<file path="config.mk">
export PLATFORM = sky130hd
export DESIGN_NAME = lfsr_gen_flat
export DESIGN_NICKNAME = d
export VERILOG_FILES = /design/src/rtl/lfsr_gen_if.sv /design/src/rtl/lfsr_gen.sv /design/src/flat_wrapper.sv
export SDC_FILE = /design/constraint.sdc
export NUM_CORES = 1
export LEC_CHECK = 0
export CAP_MARGIN = 10
export CORE_MARGIN = 5
export CORE_UTILIZATION = 47
export DETAILED_ROUTE_END_ITERATION = 16
export PLACE_DENSITY_LB_ADDON = 0.12
export SLEW_MARGIN = 20
export SYNTH_ARGS = -nofsm -noshare
export SYNTH_HDL_FRONTEND = slang
export SYNTH_SLANG_ARGS = --single-unit
</file>
<file path="constraint.sdc">
create_clock -name clk -period 2.5 [get_ports clk]
set_input_delay 0.5 -clock clk [delete_from_list [all_inputs] [get_ports clk]]
set_output_delay 0.5 -clock clk [all_outputs]
set_load 0.02 [all_outputs]
</file>
<file path="src/rtl/lfsr_gen_if.sv">
// Control and status bundle between an LFSR generator and its user.
// Latency: none; wiring only.
// Backpressure: none; the generator never stalls its user.
interface lfsr_gen_if #(
   parameter int WIDTH = 10,
   parameter int CNTW  = 8
);
   logic             en;
   logic             load;
   logic [WIDTH-1:0] seed;
   logic             start;
   logic [CNTW-1:0]  nsteps;
   logic [WIDTH-1:0] thresh;
   logic [WIDTH-1:0] q;
   logic             busy;
   logic             done;
   logic             lock_err;
   logic             lt;

   // User side: drives commands, observes state and flags.
   modport master (
      output en, load, seed, start, nsteps, thresh,
      input  q, busy, done, lock_err, lt
   );

   // Generator side.
   modport slave (
      input  en, load, seed, start, nsteps, thresh,
      output q, busy, done, lock_err, lt
   );
endinterface

</file>
<file path="src/rtl/lfsr_gen.sv">
// XNOR-feedback LFSR with free-run, seed load and counted burst modes.
// Latency: q updates one cycle after the advancing command; done/lock_err pulse one cycle after the event.
// Backpressure: none; a start arriving during a burst is dropped, and busy flags the burst window.
module lfsr_gen #(
   parameter int               WIDTH = 10,
   parameter logic [WIDTH-1:0] TAPS  = WIDTH'(10'h240),
   parameter int               STEP  = 1,
   parameter int               CNTW  = 8
) (
   input logic        clk,
   input logic        r,
   lfsr_gen_if.slave  bus
);

   typedef enum logic {IDLE, RUN} state_t;

   state_t           state_q, state_d;
   logic [WIDTH-1:0] q_q, q_d;
   logic [CNTW-1:0]  cnt_q, cnt_d;
   logic             busy_q;
   logic             done_q, done_d;
   logic             lerr_q, lerr_d;
   logic [WIDTH-1:0] q_adv;

   // One advance = STEP single XNOR shifts chained combinationally.
   function automatic logic [WIDTH-1:0] advance(input logic [WIDTH-1:0] s);
      logic [WIDTH-1:0] t;
      t = s;
      for (int i = 0; i < STEP; i++) begin
         t = {t[WIDTH-2:0], ~^(t & TAPS)};
      end
      return t;
   endfunction

   assign q_adv = advance(q_q);

   // Next-state selection; priority is load, then an active burst, then start, then free-run.
   always_comb begin
      state_d = state_q;
      q_d     = q_q;
      cnt_d   = cnt_q;
      done_d  = 1'b0;
      lerr_d  = 1'b0;
      if (bus.load) begin
         // All-ones would freeze an XNOR LFSR, so it is replaced by zero and flagged.
         if (&bus.seed) begin
            q_d    = '0;
            lerr_d = 1'b1;
         end else begin
            q_d = bus.seed;
         end
         state_d = IDLE;
         cnt_d   = '0;
      end else if (state_q == RUN) begin
         q_d = q_adv;
         if (cnt_q == CNTW'(1)) begin
            state_d = IDLE;
            cnt_d   = '0;
            done_d  = 1'b1;
         end else begin
            cnt_d = cnt_q - CNTW'(1);
         end
      end else if (bus.start) begin
         if (bus.nsteps != '0) begin
            // First advance happens on the accepting cycle; the counter tracks the rest.
            q_d   = q_adv;
            cnt_d = bus.nsteps - CNTW'(1);
            if (bus.nsteps == CNTW'(1)) begin
               done_d = 1'b1;
            end else begin
               state_d = RUN;
            end
         end else begin
            done_d = 1'b1;
         end
      end else if (bus.en) begin
         q_d = q_adv;
      end
   end

   // State and registered outputs; reset overrides every other input.
   always_ff @(posedge clk) begin
      if (r) begin
         state_q <= IDLE;
         q_q     <= '0;
         cnt_q   <= '0;
         busy_q  <= 1'b0;
         done_q  <= 1'b0;
         lerr_q  <= 1'b0;
      end else begin
         state_q <= state_d;
         q_q     <= q_d;
         cnt_q   <= cnt_d;
         busy_q  <= (state_d == RUN);
         done_q  <= done_d;
         lerr_q  <= lerr_d;
      end
   end

   assign bus.q        = q_q;
   assign bus.busy     = busy_q;
   assign bus.done     = done_q;
   assign bus.lock_err = lerr_q;
   assign bus.lt       = (q_q < bus.thresh);

endmodule
</file>
<file path="src/flat_wrapper.sv">
// flat-port wrapper written by rule: the top's interface ports become plain ports
module lfsr_gen_flat 
#(
   parameter int               WIDTH = 10,
   parameter logic [WIDTH-1:0] TAPS  = WIDTH'(10'h240),
   parameter int               STEP  = 1,
   parameter int               CNTW  = 8
)
  (clk, r, bus_en, bus_load, bus_seed, bus_start, bus_nsteps, bus_thresh, bus_q, bus_busy, bus_done, bus_lock_err, bus_lt);
  lfsr_gen_if #(.WIDTH(WIDTH), .CNTW(CNTW)) bus_i ();
  input logic clk;
  input logic r;
  input wire logic [$bits(bus_i.en)-1:0] bus_en;
  input wire logic [$bits(bus_i.load)-1:0] bus_load;
  input wire logic [$bits(bus_i.seed)-1:0] bus_seed;
  input wire logic [$bits(bus_i.start)-1:0] bus_start;
  input wire logic [$bits(bus_i.nsteps)-1:0] bus_nsteps;
  input wire logic [$bits(bus_i.thresh)-1:0] bus_thresh;
  output wire logic [$bits(bus_i.q)-1:0] bus_q;
  output wire logic [$bits(bus_i.busy)-1:0] bus_busy;
  output wire logic [$bits(bus_i.done)-1:0] bus_done;
  output wire logic [$bits(bus_i.lock_err)-1:0] bus_lock_err;
  output wire logic [$bits(bus_i.lt)-1:0] bus_lt;
  assign bus_i.en = bus_en;
  assign bus_i.load = bus_load;
  assign bus_i.seed = bus_seed;
  assign bus_i.start = bus_start;
  assign bus_i.nsteps = bus_nsteps;
  assign bus_i.thresh = bus_thresh;
  assign bus_q = bus_i.q;
  assign bus_busy = bus_i.busy;
  assign bus_done = bus_i.done;
  assign bus_lock_err = bus_i.lock_err;
  assign bus_lt = bus_i.lt;
  lfsr_gen #(.WIDTH(WIDTH), .TAPS(TAPS), .STEP(STEP), .CNTW(CNTW)) u_core (.clk(clk), .r(r), .bus(bus_i));
endmodule
</file>
==> out/metrics.csv <==
metric,value,unit
Inst Count DP,290,
peak supply drop,0.000274,V
Area Overhead vs Synth,40.5,%
clock share of power,0.194,
Setup Skew,9.71,ps
"most common cell after layout, fill and taps aside",clkdlybuf4s50_1,
Synth area leaders,"dfxtp_1, ha_1, a211oi_2",
# H-tree levels,1,
DR vias,1606,
I/O pin total,47,
Num Clock Sinks,21,
Die H,68.2,microns
sequential share of the synthesized area,0.264,
"Clk Latency, worst-skew pair",310,ps
fin. max-slew vios,0,
critical path class,in -> out,
CP max stage delay,450,ps
#FFs+latches synth,21,
setup_tns,0,ps
first-pass GRT wire length,6760,microns
hold buffers post-CTS,0,
CTS buffer count,3,
asr flop ratio synth,0,
Initial Util,0.481,
Sw Share,0.328,
Hold/Removal Path Class,reg -> reg,
PwrDens,386,nW/um^2
Worst Setup End Kind,primary output,
Placeable Area,3310,sq um
Synth Area per Inst,8.12,sq um
drt initial violations,61,
crit path time final,2430,ps
status,"complete, no violations",
ANT nets after route,0,
largest net degree at the start of global routing,21,
Site Rows,21,
die extent in x,68.2,microns
"Reg clk slew, reported paths",130,ps
actual slew at the worst max-slew pin,655,ps
Sequential Power Share,0.437,
combinational share of power,0.369,
"Setup violations, final",0,
Pleak,0.891,nW
Clock Path Buffers,2,
Synth Flop Type,dfxtp_1,
cell accounting for the most synthesized area,dfxtp_1,
CTS tree,yes,
number of antenna violations at the first check in global routing,0,
Syn. warnings,0,
relative slew slack,0.562,
CP startpoint kind,input pin,
Crit Path Max Fanout,2,
Ant. Diodes,0,
Netlist cell types,47,
Filler Cell Count,312,
share of cells above drive strength 1,0.165,
Buffers on Ports,46,
top-area cell type share of the netlist area,0.264,
GRT overflow,0,
Routed WL,4130,microns
most frequent cells in the layout,"clkdlybuf4s50_1, nor2_1, a21oi_1, dfxtp_1",
Internal Pwr Total,0.000579,W
Detail Placement HPWL,3220,microns
slowest CP cell,clkdlybuf4s50_1,
drt via density,5.46,
Critical Path RT,2000,ps
nets@finish,296,
Post-synth EDFFs,0,
Max-Cap Viols,0,
RSZ-0062 raised after global routing,no,
gpl congestion,0.931,
Die ar.,4650,sq um
mapped cell area,1590,sq um
period utilization,0.973,
"Net Count, Synth",243,
Remaining DRCs,0,
TritonRoute pass-1 iters,4,
"Hold Vio Cnt, Final",0,
GRT Util Overall,0.187,
fmax,411,MHz
clk root buf,clkbuf_4,
"Cell Count, Final, Fillers Out",294,
Switch Pwr,0.000283,W
WL/cell,14.1,microns
post-synthesis cell count,196,
post-CTS setup buffer count,0,
number of global-route vias before repair,1579,
Crit path arrival time,1930,ps
crit-path cells,clkdlybuf4s50_1 -> inv_1 -> ha_1 -> a21o_1 -> a211oi_2 -> o2bb2ai_2 -> buf_6,
-- per-stage QoR --
step / cell area [sq um] / setup WS, ps / power, W / hold WS, ps / utilization
finish: 2240 / 66.7 / 0.000862 / 522 / 0.675
global route: 2240 / 9.33 / 0.000922 / 558 / 0.675
CTS: 2210 / 18.4 / 0.000857 / 517 / 0.667
detailed placement: 2150 / -496 / 0.000685 / 500 / 0.650
global placement: 2150 / -458 / 0.000681 / 489 / 0.650
floorplan: 1590 / 565 / 0.000547 / 470 / -
-- metal layers --
layer,global-route usage,up-vias,share of wire
li1,-,813,-
met1,0.216,745,0.41
met2,0.351,44,0.52
met3,0.0345,4,0.062
met4,0.0447,0,0.0051
met5,0,-,0
-- power by group through the flow --
stage | Combinational (W) | Clock [W] | Sequential, W
finish | 0.000318 | 0.000167 | 0.000377
global route | 0.000349 | 0.000192 | 0.000381
CTS | 0.000308 | 0.000172 | 0.000377
detailed placement | 0.000302 | 0 | 0.000383
global placement | 0.000298 | 0 | 0.000383
floorplan | 0.000151 | 0 | 0.000395
-- logic make-up (layout without fill, tap and decap cells) --
kind of cell,count (synthesis),in the layout,share of synthesized area
buf+inv,22,74,0.0621
simple gates,71,71,0.237
mux,3,3,0.0204
compound gates,59,59,0.274
xor+xnor,6,6,0.0330
flops,21,21,0.264
fa+ha+maj,14,14,0.110
-- final timing paths --
| check | from | endpoint | slack [ps] | depth (start not counted) |
|---|---|---|---|---|
| hold / removal | u_core.cnt_q[4]$_SDFFE_PP0P_ | u_core.cnt_q[4]$_SDFFE_PP0P_ | 520 | 2 |
| setup / recovery | bus_thresh[7] | bus_lt | 70 | 7 |
| hold reg to reg | u_core.cnt_q[4]$_SDFFE_PP0P_ | u_core.cnt_q[4]$_SDFFE_PP0P_ | 520 | 2 |
| setup reg to reg | u_core.cnt_q[0]$_SDFFE_PP0P_ | u_core.cnt_q[5]$_SDFFE_PP0P_ | 510 | 5 |
-- layout make-up --
| cell class | instances | area (sq um) | area share |
|---|---|---|---|
| Multi-Input combinational cell | 153 | 1130 | 0.506 |
| Clock buffer | 3 | 22.5 | 0.0101 |
| Tap cell | 46 | 57.6 | 0.0257 |
| Sequential cell | 21 | 420 | 0.188 |
| Inverter | 14 | 52.6 | 0.0235 |
| Timing Repair Buffer | 56 | 547 | 0.245 |
| Clock inverter | 1 | 5.00 | 0.00224 |
-- worst max-delay path, delay by kind of cell --
kind	cells	cell delay (ps)
buffers and inverters	3	620
adders and majority gates	1	270
AOI/OAI and AO/OA	3	530
-- flip-flops by register name (all words and copies together) (netlist names) --
| name | cells |
|---|---|
| u_core.state_q | 1 |
| u_core.bus.lock_err | 1 |
| u_core.bus.q | 10 |
| u_core.bus.done | 1 |
| u_core.cnt_q | 8 |
-- cells in the mapped netlist (2+ instances only) --
master    number
a211oi_2      10
a21o_1         2
a21oi_1       22
a32o_1         2
buf_4          2
clkbuf_1       3
dfxtp_1       21
ha_1          14
inv_1         14
nand2_1        9
nand2b_1       2
nand3_1        3
nand4_1        4
nor2_1        25
nor2b_1       10
nor3_1         5
nor3b_1        2
nor4_1         2
nor4_2         2
o211ai_1       3
o21ai_0        8
or3_1          2
xnor2_1        5
-- repair_timing --
action | 4_1_cts | 5_1_grt
endpoints found under the hold margin | 0 | 0
resized for setup | 15 | 6
pin swaps | 6 | 4
endpoints found under the setup margin | 1 | 1
Power figures use the tool's default switching activity.
